<file path="src/rtl/control_sequencer.sv">
// Multi-cycle control sequencer: fetch / decode / execute FSM for a simple
// load-store datapath. Control outputs are a Moore decode of the state register;
// a shared wait counter bounds every memory wait and raises a sticky bus error
// when moc never arrives.
module control_sequencer #(
  parameter int unsigned STATE_W    = 7,
  parameter int unsigned TIMEOUT    = 15,
  parameter int unsigned CHECK_COND = 1
) (
  input  logic               clk,
  input  logic               rst_n,
  input  logic               moc,
  input  logic               cond,
  input  logic [2:0]         iclass,
  output logic               rf_ld,
  output logic               ir_ld,
  output logic               mar_ld,
  output logic               mdr_ld,
  output logic               fr_ld,
  output logic               rw,
  output logic               mov,
  output logic [1:0]         ma,
  output logic [1:0]         mb,
  output logic [1:0]         mc,
  output logic [1:0]         mi,
  output logic               md,
  output logic               mh,
  output logic               bus_err,
  output logic               undef,
  output logic [STATE_W-1:0] state
);

  typedef enum logic [3:0] {
    StReset     = 4'd0,
    StFetchAddr = 4'd1,
    StFetchRd   = 4'd2,
    StIrLd      = 4'd3,
    StDecode    = 4'd4,
    StDpReg     = 4'd5,
    StDpImm     = 4'd6,
    StLdAddr    = 4'd7,
    StStAddr    = 4'd8,
    StLdRd      = 4'd9,
    StLdWb      = 4'd10,
    StStData    = 4'd11,
    StStWr      = 4'd12
  } state_e;

  // Last permitted wait cycle: abort when moc is still low on this count.
  localparam logic [7:0] WaitLast = 8'(TIMEOUT - 1);

  state_e     state_q, state_d;
  logic [7:0] wait_q, wait_d;
  logic       bus_err_q, bus_err_d;
  logic       undef_q, undef_d;

  logic cond_ok;
  logic in_wait;
  logic timeout_hit;
  logic first_fetch;

  assign cond_ok     = (CHECK_COND != 0) ? cond : 1'b1;
  assign in_wait     = (state_q == StFetchRd) || (state_q == StLdRd) || (state_q == StStWr);
  // moc on the final wait cycle still completes normally.
  assign timeout_hit = in_wait && !moc && (wait_q == WaitLast);
  // Counter is still zero only on the first FETCH_RD cycle (moc=0 bumps it, moc=1 leaves).
  assign first_fetch = (state_q == StFetchRd) && (wait_q == 8'd0);

  // Next-state, wait counter and flag logic.
  always_comb begin
    state_d = state_q;
    unique case (state_q)
      StReset:     state_d = StFetchAddr;
      StFetchAddr: state_d = StFetchRd;
      StFetchRd:   if (moc) state_d = StIrLd;
      StIrLd:      state_d = StDecode;
      StDecode: begin
        if (!cond_ok) begin
          state_d = StFetchAddr;
        end else begin
          case (iclass)
            3'd0:    state_d = StDpReg;
            3'd1:    state_d = StDpImm;
            3'd2:    state_d = StLdAddr;
            3'd3:    state_d = StStAddr;
            default: state_d = StFetchAddr;
          endcase
        end
      end
      StDpReg:     state_d = StFetchAddr;
      StDpImm:     state_d = StFetchAddr;
      StLdAddr:    state_d = StLdRd;
      StLdRd:      if (moc) state_d = StLdWb;
      StLdWb:      state_d = StFetchAddr;
      StStAddr:    state_d = StStData;
      StStData:    state_d = StStWr;
      StStWr:      if (moc) state_d = StFetchAddr;
      default:     state_d = StReset;
    endcase
    if (timeout_hit) begin
      state_d = StFetchAddr;
    end

    // Any state change clears the counter, which covers entry into every wait state.
    if (state_d != state_q) begin
      wait_d = 8'd0;
    end else if (in_wait && !moc) begin
      wait_d = wait_q + 8'd1;
    end else begin
      wait_d = wait_q;
    end

    bus_err_d = bus_err_q | timeout_hit;
    // Condition check has priority: a failed condition never flags undef.
    undef_d   = (state_q == StDecode) && cond_ok && iclass[2];
  end

  // State register and registered flags with synchronous active-low reset.
  always_ff @(posedge clk) begin
    if (!rst_n) begin
      state_q   <= StReset;
      wait_q    <= 8'd0;
      bus_err_q <= 1'b0;
      undef_q   <= 1'b0;
    end else begin
      state_q   <= state_d;
      wait_q    <= wait_d;
      bus_err_q <= bus_err_d;
      undef_q   <= undef_d;
    end
  end

  // Moore decode of control outputs from the current state.
  always_comb begin
    rf_ld  = 1'b0;
    ir_ld  = 1'b0;
    mar_ld = 1'b0;
    mdr_ld = 1'b0;
    fr_ld  = 1'b0;
    rw     = 1'b0;
    mov    = 1'b0;
    ma     = 2'd0;
    mb     = 2'd0;
    mc     = 2'd0;
    mi     = 2'd0;
    md     = 1'b0;
    mh     = 1'b0;
    case (state_q)
      StFetchAddr: begin
        mar_ld = 1'b1;
        ma     = 2'd2;
        md     = 1'b1;
      end
      StFetchRd: begin
        mdr_ld = 1'b1;
        rw     = 1'b1;
        mov    = 1'b1;
        ma     = 2'd2;
        md     = 1'b1;
        // PC increment happens once per fetch, not on every wait cycle.
        if (first_fetch) begin
          rf_ld = 1'b1;
          mc    = 2'd1;
        end
      end
      StIrLd: ir_ld = 1'b1;
      StDpReg: begin
        rf_ld = 1'b1;
        fr_ld = 1'b1;
      end
      StDpImm: begin
        rf_ld = 1'b1;
        fr_ld = 1'b1;
        mb    = 2'd1;
        mh    = 1'b1;
        mi    = 2'd1;
      end
      StLdAddr, StStAddr: begin
        mar_ld = 1'b1;
        mc     = 2'd2;
        md     = 1'b1;
      end
      StLdRd: begin
        mdr_ld = 1'b1;
        rw     = 1'b1;
        mov    = 1'b1;
      end
      StLdWb: begin
        rf_ld = 1'b1;
        mc    = 2'd3;
        md    = 1'b1;
      end
      StStData: begin
        mdr_ld = 1'b1;
        mb     = 2'd2;
      end
      StStWr: mov = 1'b1;
      default: ;
    endcase
  end

  assign bus_err = bus_err_q;
  assign undef   = undef_q;
  assign state   = STATE_W'(state_q);

endmodule

</file>
<file path="config.mk">
export PLATFORM = sky130hd
export DESIGN_NAME = control_sequencer
export DESIGN_NICKNAME = d
export VERILOG_FILES = /design/src/rtl/control_sequencer.sv
export SDC_FILE = /design/constraint.sdc
export NUM_CORES = 1
export LEC_CHECK = 0
export CORE_MARGIN = 2
export CORE_UTILIZATION = 35
export CTS_CLUSTER_DIAMETER = 30
export CTS_CLUSTER_SIZE = 14
export DETAILED_ROUTE_END_ITERATION = 10
export SYNTH_ARGS = -nofsm -noshare
export SYNTH_HDL_FRONTEND = slang
export SYNTH_SLANG_ARGS = --single-unit
export TNS_END_PERCENT = 1
</file>
<file path="constraint.sdc">
create_clock -name clk -period 4.5 [get_ports clk]
set_clock_uncertainty 0.15 [all_clocks]
set_input_delay 0.9 -clock clk [delete_from_list [all_inputs] [get_ports clk]]
set_output_delay 0.9 -clock clk [all_outputs]
set_load 0.02 [all_outputs]
</file>
==> results.toml, run 1 <==
[worst_setup_path]
cp_slowest_cell = "dfxtp_1"
crit_family = "flip-flops"
cp.arrival_ns = 2.47
critPathBufInv = 1
worst-setup-path-type = "reg2out"
worstSetupEndpointType = "output port"
slowest_delay_ns = 0.81
cp-start-kind = "register"
critPathMaxFanout = 20
required_ns = 3.45
crit_chain = "nand2b_1 > o22ai_1 > or2_2 > clkdlybuf4s50_1"

[pwr]
clockPowerShare_pct = 14.7
p_int_uw = 275
vdd_drop_max_v = 0.000215
comb_power_share_pct = 51.4
p_switching_uw = 204
leakagePower_uw = 0.000439
cellPowerDensity_nw_per_um2 = 343
share_seq_of_total_power_pct = 34.0
p_sw_share_pct = 42.6

[routing]
drtIter0Drc = 29
wire_per_inst_um = 13.2
wirelength_mm = 2.68
wl_met1_mm = 1.18
routed-wl-met3_um = 162
drt-pass1-iter-count = 4
ant_nets = 0
vias = 1083
via_per_inst = 5.31
drc = 0
highest_layer = "met4"
met2_length_mm = 1.28

[timing]
whs_ns = 0.324
final_hold_viol_count = 0
slew_viol_final = 0
min_period_ns = 3.52
fmax_mhz = 284
fin_crit_sh_pct = 78.2
tns_ns = 0
worstMarginPinSlew_ns = 0.741
relSlewSlack_pct = 50.5
rsz0062_at_grt = "no"
finalSetupViolCount = 0

[layout]
nets = 172
postLayoutCoreUtil_pct = 45.6
final_common_cell = "clkdlybuf4s50_1"
diodes = 0
layout.cells.non_filler = 204
syn2layout_area_growth_pct = 23.8
drive_gt1_share_pct = 11.3
most-common-layout-cells = "clkdlybuf4s50_1, dfxtp_1, nor2_1, nor4_1, nand2_1"

[clocking]
cts_buffers = 3
clockBufferDepth = 2
cts_hold_buf = 0
htreeDepth = 1
cts_resized = 0
cts_sinks = 14
postCtsSetupBuffers = 0
tritoncts = "done"
ctsRootBufferMaster = "clkbuf_4"
cts.reportedPaths.clkPinSlew_ns = 0.08
insertion_delay_ns = 0.28

[floorplan]
ioPinCount = 33
core_area_um2 = 3050
die_x_um = 60.7
die_h_um = 60.7
die-area_um2 = 3680
fp-row-count = 20
start_util_pct = 36.8

[placed_design]
gp_congestion = 0.751
portBuffers = 27
dp.cells = 201
dp_hpwl_mm = 2.04

[logic_synthesis]
seq_area_frac_synth_pct = 24.9
ys_ff_latch = 14
syn_area_um2 = 1120
ys.warnings.count = 0
avgSynthCellArea_um2 = 8.03
netlist-cell-type-count = 43
netlist_instances = 140

[run_status]
status = "completed"

[global_route]
grt.overflow.total = 0
grt_max_degree = 21
grt_usage_pct = 15.8
antenna_found_initial = 0
grt_pass1_vias = 968
grt_pass1_wl_mm = 4.35

[run]
cap_violations = 0

[hold_path]
hold_class = "reg2reg"
## cell usage after synthesis
cell type / number / area (µm²)
buf_2: 1 / 5.00
nor2_1: 12 / 45.0
nor4_1: 11 / 68.8
clkbuf_1: 4 / 15.0
nor2b_1: 2 / 12.5
or3_4: 1 / 11.3
and3_1: 1 / 6.26
o21ai_2: 1 / 8.76
inv_1: 4 / 15.0
nand4_4: 1 / 21.3
nand4_1: 1 / 6.26
nor3_2: 1 / 10.0
or2_2: 2 / 12.5
buf_4: 7 / 52.6
o32ai_1: 2 / 17.5
inv_2: 1 / 3.75
o221ai_1: 1 / 8.76
a32oi_2: 1 / 16.3
conb_1: 1 / 3.75
a21oi_2: 1 / 8.76
nor2_4: 1 / 11.3
mux2i_1: 1 / 10.0
a31oi_4: 1 / 21.3
o21ai_0: 6 / 30.0
xnor2_1: 9 / 78.8
dfxtp_1: 14 / 280
a31oi_1: 2 / 12.5
nand3_1: 3 / 15.0
a21oi_1: 8 / 40.0
a31o_4: 1 / 17.5
nand2b_1: 4 / 25.0
ha_1: 3 / 37.5
xor2_1: 2 / 17.5
or3_1: 2 / 12.5
nor3_1: 7 / 35.0
o21a_1: 2 / 15.0
or4b_4: 1 / 13.8
nand3_2: 1 / 10.0
o22ai_1: 1 / 6.26
buf_6: 2 / 22.5
nand2_1: 11 / 41.3
nor3b_1: 1 / 7.51
nor4b_2: 1 / 15.0
## final cells by class
type / instances / area (µm²)
clock buffers: 3 / 22.5
fillers: 309 / 1660
inverters: 5 / 18.8
multi-input cells: 111 / 746
flip-flops and latches: 14 / 280
well taps: 44 / 55.1
repair buffers: 27 / 270
## state kept, by name, indices dropped and copies added (netlist names)
name and flops:
state_q 4, undef 1, bus_err 1, wait_q 8
## metal layers
layer / global-route usage [%] / vias up
met1: 19.5 / 501
met5: 0 / -
met4: 7.14 / 0
li1: - / 528
met3: 3.20 / 9
met2: 26.4 / 45
## per-stage QoR
stage                     setup slack, ns  total power (µW)  area [µm²]
after global routing                0.863               511        1390
after global placement               1.37               408        1370
after CTS                            1.02               485        1390
final                               0.982               478        1390
after floorplan                      1.62               332        1140
after detailed placement             1.34               412        1370
## power groups by stage
stage / Combinational [µW] / Clock [µW] / Sequential, µW
finish: 246 / 70.1 / 163
global route: 265 / 81.3 / 165
CTS: 248 / 75.3 / 162
detailed placement: 247 / 0 / 165
global placement: 244 / 0 / 164
floorplan: 185 / 0 / 146
## final timing paths
kind / startpoint / endpoint / slack, ns / cells past startpoint
max: state_q[2] / md / 0.98 / 4
min: bus_err / bus_err / 0.32 / 1
max reg2reg: state_q[2] / wait_q[0] / 1.96 / 6
min reg2reg: bus_err / bus_err / 0.32 / 1
## logic make-up (layout without fill, tap and decap cells)
kind of cell	after synthesis	count (layout)	share of synthesized area [%]
adders and majority gates	3	3	3.34
DFF	14	14	24.9
other	1	5	0.333
muxes	1	1	0.890
and+or+nand+nor	64	64	33.8
xor gates and xnor gates	11	11	8.57
buffers and inverters	19	35	10.1
AOI/OAI and AO/OA	27	27	18.0
No activity file was read; power rests on OpenSTA's default activity.
==> run 2, diff against run 1 <==
- clock period: 4.5 -> 3.6 ns (I/O delays scaled with it)
==> run 2 against run 1 <==
  * Largest power group unchanged
  * Via count is 1.5% lower
  * Global-route usage increased by 0.10 points
  * Setup slack worse by 0.66 ns
  * Critical endpoint unchanged
==> results.toml, run 2 (synthesized netlist as in run 1, its figures left out) <==
[run_status]
status = "completed"

[clocking]
clockBufferDepth = 2
cts_buffers = 3
cts.reportedPaths.clkPinSlew_ns = 0.08
cts_hold_buf = 0
ctsRootBufferMaster = "clkbuf_4"
cts_sinks = 14
postCtsSetupBuffers = 0
insertion_delay_ns = 0.27
tritoncts = "done"
cts_resized = 0
htreeDepth = 1

[routing]
ant_nets = 0
drc = 0
vias = 1067
wirelength_mm = 2.67
drtIter0Drc = 36
via_per_inst = 5.23
drt-pass1-iter-count = 4
wire_per_inst_um = 13.1

[timing]
relSlewSlack_pct = 49.6
worstMarginPinSlew_ns = 0.756
finalSetupViolCount = 0
min_period_ns = 3.28
fin_crit_sh_pct = 91.2
whs_ns = 0.323
setup_slack_ns = 0.318
slew_viol_final = 0
fmax_mhz = 305
rsz0062_at_grt = "no"
tns_ns = 0
final_hold_viol_count = 0

[placed_design]
dpl_worst_slack_ns = 0.597
dp_hpwl_mm = 2.05
portBuffers = 27
gp_congestion = 0.758

[floorplan]
core_area_um2 = 3050
die_x_um = 60.7
die-area_um2 = 3680
start_util_pct = 36.8
ioPinCount = 33
die_h_um = 60.7
fp-row-count = 20

[worst_setup_path]
slowest_delay_ns = 0.79
crit_chain = "nand2b_1 > o22ai_1 > or2_2 > clkdlybuf4s50_1"
worstSetupEndpointType = "output port"
cp-start-kind = "register"
cp.arrival_ns = 2.41
r2r_cells = 6
worst-setup-path-type = "reg2out"
critPathMaxFanout = 20
cp_slowest_cell = "dfxtp_1"
required_ns = 2.73

[global_route]
antenna_found_initial = 0
grt.overflow.total = 0
grt_pass1_vias = 1053
grt_pass1_wl_mm = 4.49
grt_usage_pct = 15.9
grt_max_degree = 21

[pwr]
p_sw_share_pct = 42.4
vdd_drop_max_v = 0.000169
p_switching_uw = 252
leakagePower_uw = 0.000439
p_int_uw = 343
comb_power_share_pct = 51.7
clockPowerShare_pct = 14.4
cellPowerDensity_nw_per_um2 = 427
share_seq_of_total_power_pct = 33.9

[hold_path]
hold_class = "reg2reg"
min_path_cells = 1

[layout]
nets = 172
diodes = 0
final_common_cell = "clkdlybuf4s50_1"
reg.largest.list = "wait_q (8), state_q (4)"
regMostFlops = "wait_q"
drive_gt1_share_pct = 11.3
largest_register_ffs = 8
syn2layout_area_growth_pct = 23.8
most-common-layout-cells = "clkdlybuf4s50_1, dfxtp_1, nor2_1, nor4_1, nand2_1"

[run]
cap_violations = 0
[run 2: cell type report]
type                       count  area (µm²)
tap                           44        55.1
inverter                       5        18.8
fill                         319        1660
sequential                    14         280
clock buffer                   3        22.5
multi-input combinational    111         746
timing repair buffer          27         270
[run 2: metrics by stage]
step / instance area [µm²] / std cells / util [%] / total power [µW]
after CTS: 1390 / 204 / 45.6 / 604
after detailed placement: 1370 / 201 / 44.9 / 516
after global placement: 1370 / 201 / 44.9 / 510
final: 1390 / 204 / 45.6 / 595
after global routing: 1390 / 204 / 45.6 / 638
after floorplan: 1140 / 144 / - / 414
[run 2: worst paths after layout]
check | end | start | slack (ns)
worst max-delay path | md | state_q[2] | 0.32
worst min-delay path | bus_err | bus_err | 0.32
worst min register to register | bus_err | bus_err | 0.32
worst max register to register | wait_q[5] | state_q[3] | 1.00
[run 2: metal layers]
metal | wire length [µm] | global-route usage (%) | vias up
li1 | - | - | 533
met1 | 1190 | 18.9 | 498
met2 | 1310 | 29.2 | 32
met3 | 153 | 2.35 | 4
met4 | 21 | 4.97 | 0
met5 | 0 | 0 | -
[run 2: critical path, delay by kind of cell (launching register included)]
family	cells	cell delay, ns
buffers and inverters	1	0.59
flip-flops	1	0.79
AND/OR/NAND/NOR	2	0.51
AO/OA/AOI/OAI	1	0.25
[run 2: power by group through the flow]
stage / combinational (µW) / clock (µW) / sequential (µW)
3_3_place_gp: 306 / 0 / 205
6_report: 308 / 85.8 / 202
2_1_floorplan: 231 / 0 / 183
5_1_grt: 332 / 97.8 / 207
4_1_cts: 311 / 91.8 / 202
3_5_place_dp: 310 / 0 / 206
==> run 3, diff against run 2 <==
- CORE_MARGIN: 2 -> 8
==> run 3 against run 2 <==
  * Register-to-register slack gained 0.06 ns
  * Combinational power grew 1%
  * First-iteration DRC count grew to 4.3 times the previous value
  * Via count grew 0.28%
  * Utilization did not move
  * Worst hold slack improved by 0.0013 ns
  * Count of clock-buffer cells in the layout is the same
  * Sequential share of layout area unchanged
  * Largest power group unchanged
  * Highest routed layer unchanged
==> results.toml, run 3 (synthesized netlist as in run 1, its figures left out) <==
[worst_setup_path]
crit_chain = "nand2b_1 > o22ai_1 > or2_2 > clkdlybuf4s50_1"
critPathBufInv = 1
path_depth = 4
cp_slowest_cell = "dfxtp_1"
worst-setup-path-type = "reg2out"
cp.arrival_ns = 2.36
slowest_delay_ns = 0.77
worstSetupEndpointType = "output port"
critPathLaunch = "state_q[2]"
rrSetupSlack_ns = 1.06
crit_family = "flip-flops"
crit_end = "md"
reg2reg_to = "wait_q[7]"
required_ns = 2.73
r2r_cells = 6
cp-start-kind = "register"
critPathMaxFanout = 20
r2r_start = "state_q[3]"

[floorplan]
fp-row-count = 20
die-area_um2 = 5280
die_x_um = 72.7
start_util_pct = 36.8
die_h_um = 72.7
ioPinCount = 33
core_area_um2 = 3050

[timing]
final_hold_viol_count = 0
fin_crit_sh_pct = 89.8
slew_viol_final = 0
whs_ns = 0.324
relSlewSlack_pct = 50.6
tns_ns = 0
worstMarginPinSlew_ns = 0.741
min_period_ns = 3.23
rsz0062_at_grt = "no"
fmax_mhz = 309
finalSetupViolCount = 0

[clocking]
cts_hold_buf = 0
cts_resized = 0
tritoncts = "done"
cts_buffers = 3
insertion_delay_ns = 0.28
ctsRootBufferMaster = "clkbuf_4"
htreeDepth = 1
cts.reportedPaths.clkPinSlew_ns = 0.09
clockBufferDepth = 2
cts_sinks = 14
postCtsSetupBuffers = 0

[hold_path]
hold_class = "reg2reg"

[layout]
regMostFlops = "wait_q"
drive_gt1_share_pct = 11.3
syn2layout_area_growth_pct = 23.8
most-common-layout-cells = "clkdlybuf4s50_1, dfxtp_1, nor2_1, nor4_1, nand2_1"
reg.largest.list = "wait_q (8), state_q (4)"
final_common_cell = "clkdlybuf4s50_1"
largest_register_ffs = 8
nets = 172
diodes = 0

[global_route]
grt_max_degree = 21
grt_usage_pct = 11.2
grt.overflow.total = 0
grt_pass1_vias = 1031
grt_pass1_wl_mm = 4.75
antenna_found_initial = 0

[placed_design]
portBuffers = 27
dp_hpwl_mm = 2.27
gp_congestion = 0.829

[pwr]
finalPower_uw = 603
leakagePower_uw = 0.000439
vdd_drop_max_v = 0.000227
cellPowerDensity_nw_per_um2 = 433

[routing]
drtIter0Drc = 154
vias = 1070
ant_nets = 0
via_per_inst = 5.25
drt-pass1-iter-count = 4
drc = 0
wirelength_mm = 2.96
wire_per_inst_um = 14.5

[run_status]
status = "completed"

[run]
cap_violations = 0
==> run 3: worst min path at each step <==
| stage | start | slack [ns] | to | cells after the start |
|---|---|---|---|---|
| after global placement | bus_err | 0.30 | bus_err | 1 |
| after floorplan | wait_q[7] | 0.37 | wait_q[7] | 2 |
| after CTS | bus_err | 0.33 | bus_err | 1 |
| after detailed placement | bus_err | 0.31 | bus_err | 1 |
| final | bus_err | 0.32 | bus_err | 1 |
| after global routing | bus_err | 0.34 | bus_err | 1 |
==> run 3: stage by stage <==
stage	setup WS, ns	instance area [µm²]	util, %	instances
after floorplan	0.896	1140	-	144
after global placement	0.722	1370	44.9	201
after detailed placement	0.645	1370	44.9	201
after CTS	0.364	1390	45.6	204
after global routing	0.168	1390	45.6	204
final	0.368	1390	45.6	204
==> run 3: where the power goes <==
part | switching (µW) | internal (µW)
Combinational | 170 | 142
Clock | 50.0 | 38.8
Sequential | 40.0 | 163
Total | 260 | 343
==> run 3: final cells by class <==
class	instances	area [µm²]
Inverter	5	18.8
Timing Repair Buffer	27	270
Sequential cell	14	280
Multi-Input combinational cell	111	746
Tap cell	44	55.1
Fill cell	327	1660
Clock buffer	3	22.5
==> run 3: per-layer routing <==
| metal | part of all wire [%] | GRT usage, % |
|---|---|---|
| met1 | 45 | 12.6 |
| met2 | 45 | 18.5 |
| met3 | 7.9 | 3.57 |
| met4 | 2.3 | 5.56 |
| met5 | 0 | 0 |
==> run 3: worst reg2reg max path, stage by stage (launching register included) <==
cell and delay [ns]:
dfxtp_1 0.68, nor2b_1 0.33, a21oi_2 0.18, nor3_2 0.38
nor2_1 0.09, nor2_1 0.46, nor4_1 0.11
